--- src/rtl/qr_mgs_sequencer.sv ---
`default_nettype none
// ============================================================================
//  Module      : qr_mgs_sequencer
//  Description : Issues the operation sequence of one 4x4 complex modified
//                Gram-Schmidt QR pass (NORM / DOT_SUB / DOT_ONLY) to the
//                shared engines, one at a time, and emits an R-matrix write
//                strobe after each engine completion. When requested, the
//                received vector y is handled as an extra column.
//  Revision    : 1.0 - initial release
// ============================================================================
module qr_mgs_sequencer #(
    parameter int N_COL   = 4,
    parameter int TIMEOUT = 63
) (
    input  logic       i_clk,
    input  logic       i_rst,
    input  logic       i_start,
    input  logic       i_with_y,
    input  logic       i_abort,
    input  logic       i_op_done,
    output logic       o_op_valid,
    output logic [1:0] o_op_type,
    output logic [2:0] o_q_idx,
    output logic [2:0] o_h_idx,
    output logic       o_r_we,
    output logic [2:0] o_r_row,
    output logic [2:0] o_r_col,
    output logic       o_busy,
    output logic       o_done,
    output logic       o_err
);

    localparam int CW = $clog2(TIMEOUT + 1);

    localparam logic [2:0] c_idle  = 3'd0;
    localparam logic [2:0] c_issue = 3'd1;
    localparam logic [2:0] c_wait  = 3'd2;
    localparam logic [2:0] c_write = 3'd3;
    localparam logic [2:0] c_done  = 3'd4;

    localparam logic [1:0] c_op_norm    = 2'd0;
    localparam logic [1:0] c_op_dot     = 2'd1;
    localparam logic [1:0] c_op_dot_sub = 2'd2;

    // Index N_COL selects the y column; N_COL-1 is the last matrix column.
    localparam logic [2:0]    c_y_idx   = 3'(N_COL);
    localparam logic [2:0]    c_last_j  = 3'(N_COL - 1);
    localparam logic [CW-1:0] c_timeout = CW'(TIMEOUT);

    logic [2:0]    state_q, state_d;
    logic [2:0]    j_q, j_d;
    logic [2:0]    k_q, k_d;
    logic [CW-1:0] cnt_q, cnt_d;
    logic          with_y_q, with_y_d;
    logic          err_q, err_d;

    logic [2:0] w_last_k;
    logic [1:0] w_op_type;
    logic       w_active;

    // Per-j last column index and the type of the current operation.
    always_comb begin
        w_last_k = with_y_q ? c_y_idx : c_last_j;
        if (k_q == j_q)
            w_op_type = c_op_norm;
        else if ((j_q == c_last_j) && (k_q == c_y_idx))
            w_op_type = c_op_dot;      // final y op: nothing left to update
        else
            w_op_type = c_op_dot_sub;
    end

    // Next-state logic; abort outranks every other event in the same cycle.
    always_comb begin
        state_d  = state_q;
        j_d      = j_q;
        k_d      = k_q;
        cnt_d    = cnt_q;
        with_y_d = with_y_q;
        err_d    = err_q;
        case (state_q)
            c_idle: begin
                if (!i_abort && i_start) begin
                    with_y_d = i_with_y;
                    j_d      = 3'd0;
                    k_d      = 3'd0;
                    err_d    = 1'b0;
                    state_d  = c_issue;
                end
            end
            c_issue: begin
                cnt_d   = '0;
                state_d = i_abort ? c_idle : c_wait;
            end
            c_wait: begin
                if (i_abort) begin
                    state_d = c_idle;
                end else if (i_op_done) begin
                    state_d = c_write;
                end else if (cnt_q == c_timeout) begin
                    err_d   = 1'b1;
                    state_d = c_idle;
                end else begin
                    cnt_d = cnt_q + 1'b1;
                end
            end
            c_write: begin
                if (i_abort) begin
                    state_d = c_idle;
                end else if (k_q < w_last_k) begin
                    k_d     = k_q + 3'd1;
                    state_d = c_issue;
                end else if (j_q < c_last_j) begin
                    j_d     = j_q + 3'd1;
                    k_d     = j_q + 3'd1;
                    state_d = c_issue;
                end else begin
                    state_d = c_done;
                end
            end
            c_done:  state_d = c_idle;
            default: state_d = c_idle;
        endcase
    end

    // State registers with asynchronous reset.
    always_ff @(posedge i_clk or posedge i_rst) begin
        if (i_rst) begin
            state_q  <= c_idle;
            j_q      <= 3'd0;
            k_q      <= 3'd0;
            cnt_q    <= '0;
            with_y_q <= 1'b0;
            err_q    <= 1'b0;
        end else begin
            state_q  <= state_d;
            j_q      <= j_d;
            k_q      <= k_d;
            cnt_q    <= cnt_d;
            with_y_q <= with_y_d;
            err_q    <= err_d;
        end
    end

    // Outputs decode directly from state so reset clears them at once.
    always_comb begin
        w_active   = (state_q == c_issue) || (state_q == c_wait) || (state_q == c_write);
        o_op_valid = (state_q == c_issue);
        o_op_type  = w_active ? w_op_type : 2'd0;
        o_q_idx    = w_active ? j_q : 3'd0;
        o_h_idx    = w_active ? k_q : 3'd0;
        o_r_we     = (state_q == c_write) && !i_abort;
        o_r_row    = (state_q == c_write) ? j_q : 3'd0;
        o_r_col    = (state_q == c_write) ? k_q : 3'd0;
        o_busy     = (state_q != c_idle);
        o_done     = (state_q == c_done) && !i_abort;
        o_err      = err_q;
    end

endmodule
`default_nettype wire

--- config.mk ---
export PLATFORM = sky130hd
export DESIGN_NAME = qr_mgs_sequencer
export DESIGN_NICKNAME = d
export VERILOG_FILES = /design/src/rtl/qr_mgs_sequencer.sv
export SDC_FILE = /design/constraint.sdc
export NUM_CORES = 1
export LEC_CHECK = 0
export ABC_AREA = 1
export CORE_ASPECT_RATIO = 0.5
export CORE_UTILIZATION = 45
export DETAILED_ROUTE_END_ITERATION = 10
export PLACE_DENSITY = 0.8
export SYNTH_ARGS = -nofsm -noshare
export SYNTH_HDL_FRONTEND = slang
export SYNTH_SLANG_ARGS = --single-unit
--- constraint.sdc ---
create_clock -name i_clk -period 1.4 [get_ports i_clk]
set_input_delay 0.21 -clock i_clk [delete_from_list [all_inputs] [get_ports i_clk]]
set_output_delay 0.21 -clock i_clk [all_outputs]
set_load 0.05 [all_outputs]
==> results.py, run 1 <==
metrics = {
    "placement": {
        "dp_slack_ns": -0.218,
        "port-buffer-count": 24,
        "dp.cells": 272,
        "hpwl_um": 2800,
        "globalplace.congestion": 0.852,
    },
    "sta": {
        "crit_endpoint": "o_op_type[0]",
        "worstEpCategory": "primary output",
    },
    "clocking": {
        "cts_made_buffers": 3,
        "htree_levels": 1,
        "cts_buffer_depth": 2,
        "cts_sinks": 17,
        "root_buffer": "clkbuf_8",
    },
    "synth": {
        "synth_nets": 206,
        "ys_seq_area_frac": 0.322,
        "syn_area_um2": 1320,
        "netlist_instances": 193,
        "ys_seq_elements": 17,
        "syn_avg_cell_area_um2": 6.85,
        "synth_warnings": 0,
        "ys_types": 28,
    },
    "floorplanning": {
        "start_util": 0.492,
        "rows": 13,
        "die_width_um": 78.6,
        "io_pins": 25,
        "fp.dieH_um": 40.3,
    },
    "grt": {
        "grt_max_degree": 11,
    },
    "status": {
        "failing_step": "5_1_grt",
        "tool.error": "[ERROR DPL-0038] Utilization greater than 100%, impossible to legalize",
        "status": "did not finish",
    },
}
[through the flow]
stage,TNS [ns],area [um^2],hold slack (ns),util
after floorplan,-2.50,1390,0.136,-
after global placement,-1.42,2000,0.467,0.745
after detailed placement,-2.14,2000,0.480,0.745
after CTS,-2.78,2450,0.226,0.914
[what timing repair did]
| item | 4_1_cts |
|---|---|
| resized for setup | 61 |
| hold buffers | 0 |
| endpoints found under the setup margin | 31 |
| gates cloned | 1 |
| setup buffers | 18 |
| pin swaps | 19 |
[cells by family after synthesis]
logic type,after synthesis,share of synthesized area
AO/OA/AOI/OAI,11,0.0511
XOR/XNOR,4,0.0265
adder cells (fa/ha/maj),7,0.0663
buffers and inverters,24,0.0843
flip-flops,17,0.322
AND/OR/NAND/NOR,130,0.450
[Yosys cell counts, drive strengths merged]
cell    count  area share
nand3b      1       0.015
buf         3       0.021
nand2      66        0.21
ha          7       0.066
nor3        1      0.0038
nor2       42        0.13
nand4       2      0.0095
dfrtp      17        0.32
nand3      16       0.074
xor2        4       0.027
nor4        1      0.0047
o21ai       4       0.018
inv        21       0.063
o21bai      2       0.011
a21oi       5       0.022
nor3b       1      0.0057
==> run 2: changes to the inputs <==
--- a/config.mk
+++ b/config.mk
@@ -6,10 +6,9 @@
 export NUM_CORES = 1
 export LEC_CHECK = 0
 export ABC_AREA = 1
-export CORE_ASPECT_RATIO = 0.5
-export CORE_UTILIZATION = 45
+export CORE_UTILIZATION = 30
 export DETAILED_ROUTE_END_ITERATION = 10
-export PLACE_DENSITY = 0.8
+export PLACE_DENSITY_LB_ADDON = 0.15
 export SYNTH_ARGS = -nofsm -noshare
 export SYNTH_HDL_FRONTEND = slang
 export SYNTH_SLANG_ARGS = --single-unit
==> constraint.sdc (replaced) <==
create_clock -name i_clk -period 1.82 [get_ports i_clk]
set_input_delay 0.273 -clock i_clk [delete_from_list [all_inputs] [get_ports i_clk]]
set_output_delay 0.273 -clock i_clk [all_outputs]
set_load 0.05 [all_outputs]
==> run 2 against run 1 <==
The run now ends clean. Synthesized cell count unchanged. Synthesized area unchanged.
==> results.py, run 2 <==
metrics = {
    "worst_setup_path": {
        "end_kind": "output pin",
        "worst_setup_path_start_kind": "flip-flop",
        "crit_buf_inv": 2,
        "worstPathArrival_ns": 1.47,
        "cp_max_fo": 5,
        "timing.critical_path.mode_cell": "ha_1",
        "critPathRequiredTime_ns": 1.55,
        "critPathTopFamily": "flip-flops",
        "worstSetupPathType": "flip-flop to output pin",
        "crit_chain": "ha_1 -> ha_1 -> nand3_2 -> inv_1 -> nor2_2 -> buf_12",
        "cpMaxStageDelayCell": "dfrtp_2",
        "slowest_delay_ns": 0.44,
    },
    "clocking": {
        "cts_sinks": 17,
        "htree_levels": 1,
        "cts_buffer_depth": 2,
        "ctsHoldBuffers": 0,
        "clock_latency_ns": 0.25,
        "cts_made_buffers": 3,
        "cts_tree": "built",
        "root_buffer": "clkbuf_8",
        "cts.reportedPaths.clkPinSlew_ns": 0.07,
    },
    "cells_and_area": {
        "layoutNonFillerInstCount": 274,
        "fillers": 416,
        "layout-drive-gt1-share": 0.272,
        "mostFrequentLayoutCells": "nand2_1 (57), nor2_1 (36), buf_12 (18), inv_1 (14), dfrtp_1 (14)",
        "layout_commonest_cell": "nand2_1",
        "area_growth_pct": 43.4,
        "insertedDiodeCount": 0,
        "top_register": "cnt_q",
        "fin_nets": 238,
        "largest_reg_flops": 6,
        "final_area_um2": 1890,
    },
    "placement": {
        "port-buffer-count": 24,
        "dp.cells": 269,
        "hpwl_um": 2270,
        "globalplace.congestion": 0.795,
        "dpl_cell_area_um2": 1820,
    },
    "pwr": {
        "pwr-share-clk": 0.121,
        "ir_drop_mv": 0.694,
        "pwr-share-comb": 0.642,
        "p_seq_frac": 0.237,
        "cellInternalPower_mw": 1.22,
        "power_leakage_nw": 0.912,
        "swShare": 0.495,
        "p_per_area_nw_per_um2": 1270,
        "switching_power_mw": 1.19,
    },
    "sta": {
        "finalCriticalPeriod_ns": 1.75,
        "period_share": 0.959,
        "rsz0062_at_grt": "false",
        "hold_viol": 0,
        "slew_headroom": 0.673,
        "slew_violations": 0,
        "max_freq_ghz": 0.573,
        "worstMarginPinSlew_ns": 0.489,
        "finClkSkew_ns": 0.00132,
        "setup-violations-final": 0,
        "hold_slack_ns": 0.334,
        "fin_setup_tns_ns": 0,
    },
    "grt": {
        "overflow": 0,
        "grt.met2_usage": 0.238,
        "grt_usage": 0.148,
        "grt.busiest_layer": "met2",
        "grt.met3_usage": 0.0200,
        "met1_usage": 0.196,
        "grt_pass1_vias": 1119,
        "antenna_found_initial": 0,
        "grt_pass1_wl_um": 5060,
        "grt_max_degree": 18,
    },
    "synth": {
        "synth_edf_count": 0,
        "netlist_instances": 193,
        "synthMuxAreaShare": 0,
        "synth_nets": 206,
        "ys_seq_elements": 17,
        "ys_seq_area_frac": 0.322,
        "synthSimpleGateAreaFrac": 0.450,
        "yosysTopAreaCellShare": 0.322,
        "synth_area_leaders": "dfrtp_1 (32%), nand2_1 (16%), nor2_1 (11%), ha_1 (6.6%), nand3_1 (5.3%)",
        "synthTopCellsByCount": "nand2_1 (57), nor2_1 (39), dfrtp_1 (17)",
        "async_flop_share": 1.00,
        "syn_area_um2": 1320,
        "synth_compound_area_frac": 0.0511,
        "synth-xor-area-share": 0.0265,
        "syn_avg_cell_area_um2": 6.85,
        "synth_top_family_by_area": "simple AND/OR/NAND/NOR gates",
        "yosys.area.top_type": "dfrtp_1",
        "ys_types": 28,
        "yosysMostFrequentCell": "nand2_1",
        "synth-adder-area-share": 0.0663,
        "synth_warnings": 0,
        "synth-main-ff-cell": "dfrtp_1",
    },
    "floorplanning": {
        "die_width_um": 68.4,
        "coreArea_um2": 4120,
        "rows": 23,
        "die_area_um2": 4670,
        "fp.dieH_um": 68.4,
        "io_pins": 25,
        "start_util": 0.321,
    },
    "routing": {
        "drcViolationCount": 0,
        "via_per_inst": 4.57,
        "wl_um": 2930,
        "post_drt_wl_per_cell_um": 10.7,
        "drt_iter0_markers": 41,
        "vias": 1253,
        "first_pass_iters": 4,
        "ant_nets": 0,
    },
    "hold_path": {
        "hold_path_class": "primary input to async pin",
    },
    "status": {
        "status": "completed",
    },
    "run": {
        "maxCapViolCount": 0,
    },
}
## run 2: cell counts after synthesis
No cell type changed its count.
## run 2: layout make-up
type	count	area [um^2]	area share
Clock buffer	3	41.3	0.0218
Tap cell	50	62.6	0.0330
Timing Repair Buffer	30	465	0.246
Multi-Input combinational cell	152	807	0.426
Sequential cell	17	429	0.227
Clock inverter	1	5.00	0.00264
Inverter	21	83.8	0.0443
## run 2: repair_timing
action,CTS,global route
pin swaps,0,2
gates cloned,0,0
buffers inserted,1,0
gates resized for setup,1,6
hold endpoints to repair,0,0
endpoints found under the setup margin,1,8
## run 2: cell families (layout without fill, tap and decap cells)
group / Yosys count / in the layout
adders and majority gates: 7 / 7
xor gates and xnor gates: 4 / 4
DFF: 17 / 17
AOI/OAI and AO/OA: 11 / 11
and+or+nand+nor: 130 / 130
buffers and inverters: 24 / 55
## run 2: stage by stage
stage          total power, mW  utilization  worst slack (ns)
4_1_cts                   2.41        0.456            0.0176
3_3_place_gp              2.10        0.443             0.201
6_report                  2.41        0.460            0.0748
5_1_grt                   2.62        0.460            0.0106
3_5_place_dp              2.09        0.443             0.164
2_1_floorplan             1.60            -            0.0221
## run 2: tightest hold or removal path: stages
cell and delay (ns):
clkdlybuf4s50_1 0.40, inv_1 0.05, buf_4 0.24
## run 2: per-layer routing
layer | up-vias | routed length (um)
met5 | - | 0
met4 | 0 | 25
met3 | 2 | 94
met2 | 25 | 1340
met1 | 552 | 1470
li1 | 674 | -
## run 2: worst paths after layout
kind	startpoint	slack, ns	to	depth (start not counted)
max in group asynchronous	i_rst	1.27	j_q[1]$_DFFE_PP0P_	3
max	j_q[0]$_DFFE_PP0P_	0.07	o_op_type[1]	6
max reg2reg	with_y_q$_DFFE_PP0P_	0.24	k_q[0]$_DFFE_PP0P_	9
min reg2reg	cnt_q[1]$_DFFE_PP0P_	0.52	cnt_q[1]$_DFFE_PP0P_	2
min	i_rst	0.33	with_y_q$_DFFE_PP0P_	3
min in group i_clk	cnt_q[1]$_DFFE_PP0P_	0.52	cnt_q[1]$_DFFE_PP0P_	2
## run 2: power groups by stage
stage | Combinational, mW | Sequential (mW) | Clock [mW]
3_5_place_dp | 1.51 | 0.577 | 0
6_report | 1.55 | 0.570 | 0.291
5_1_grt | 1.71 | 0.588 | 0.323
4_1_cts | 1.54 | 0.568 | 0.303
2_1_floorplan | 1.04 | 0.561 | 0
3_3_place_gp | 1.52 | 0.578 | 0
Power figures use the tool's default switching activity.
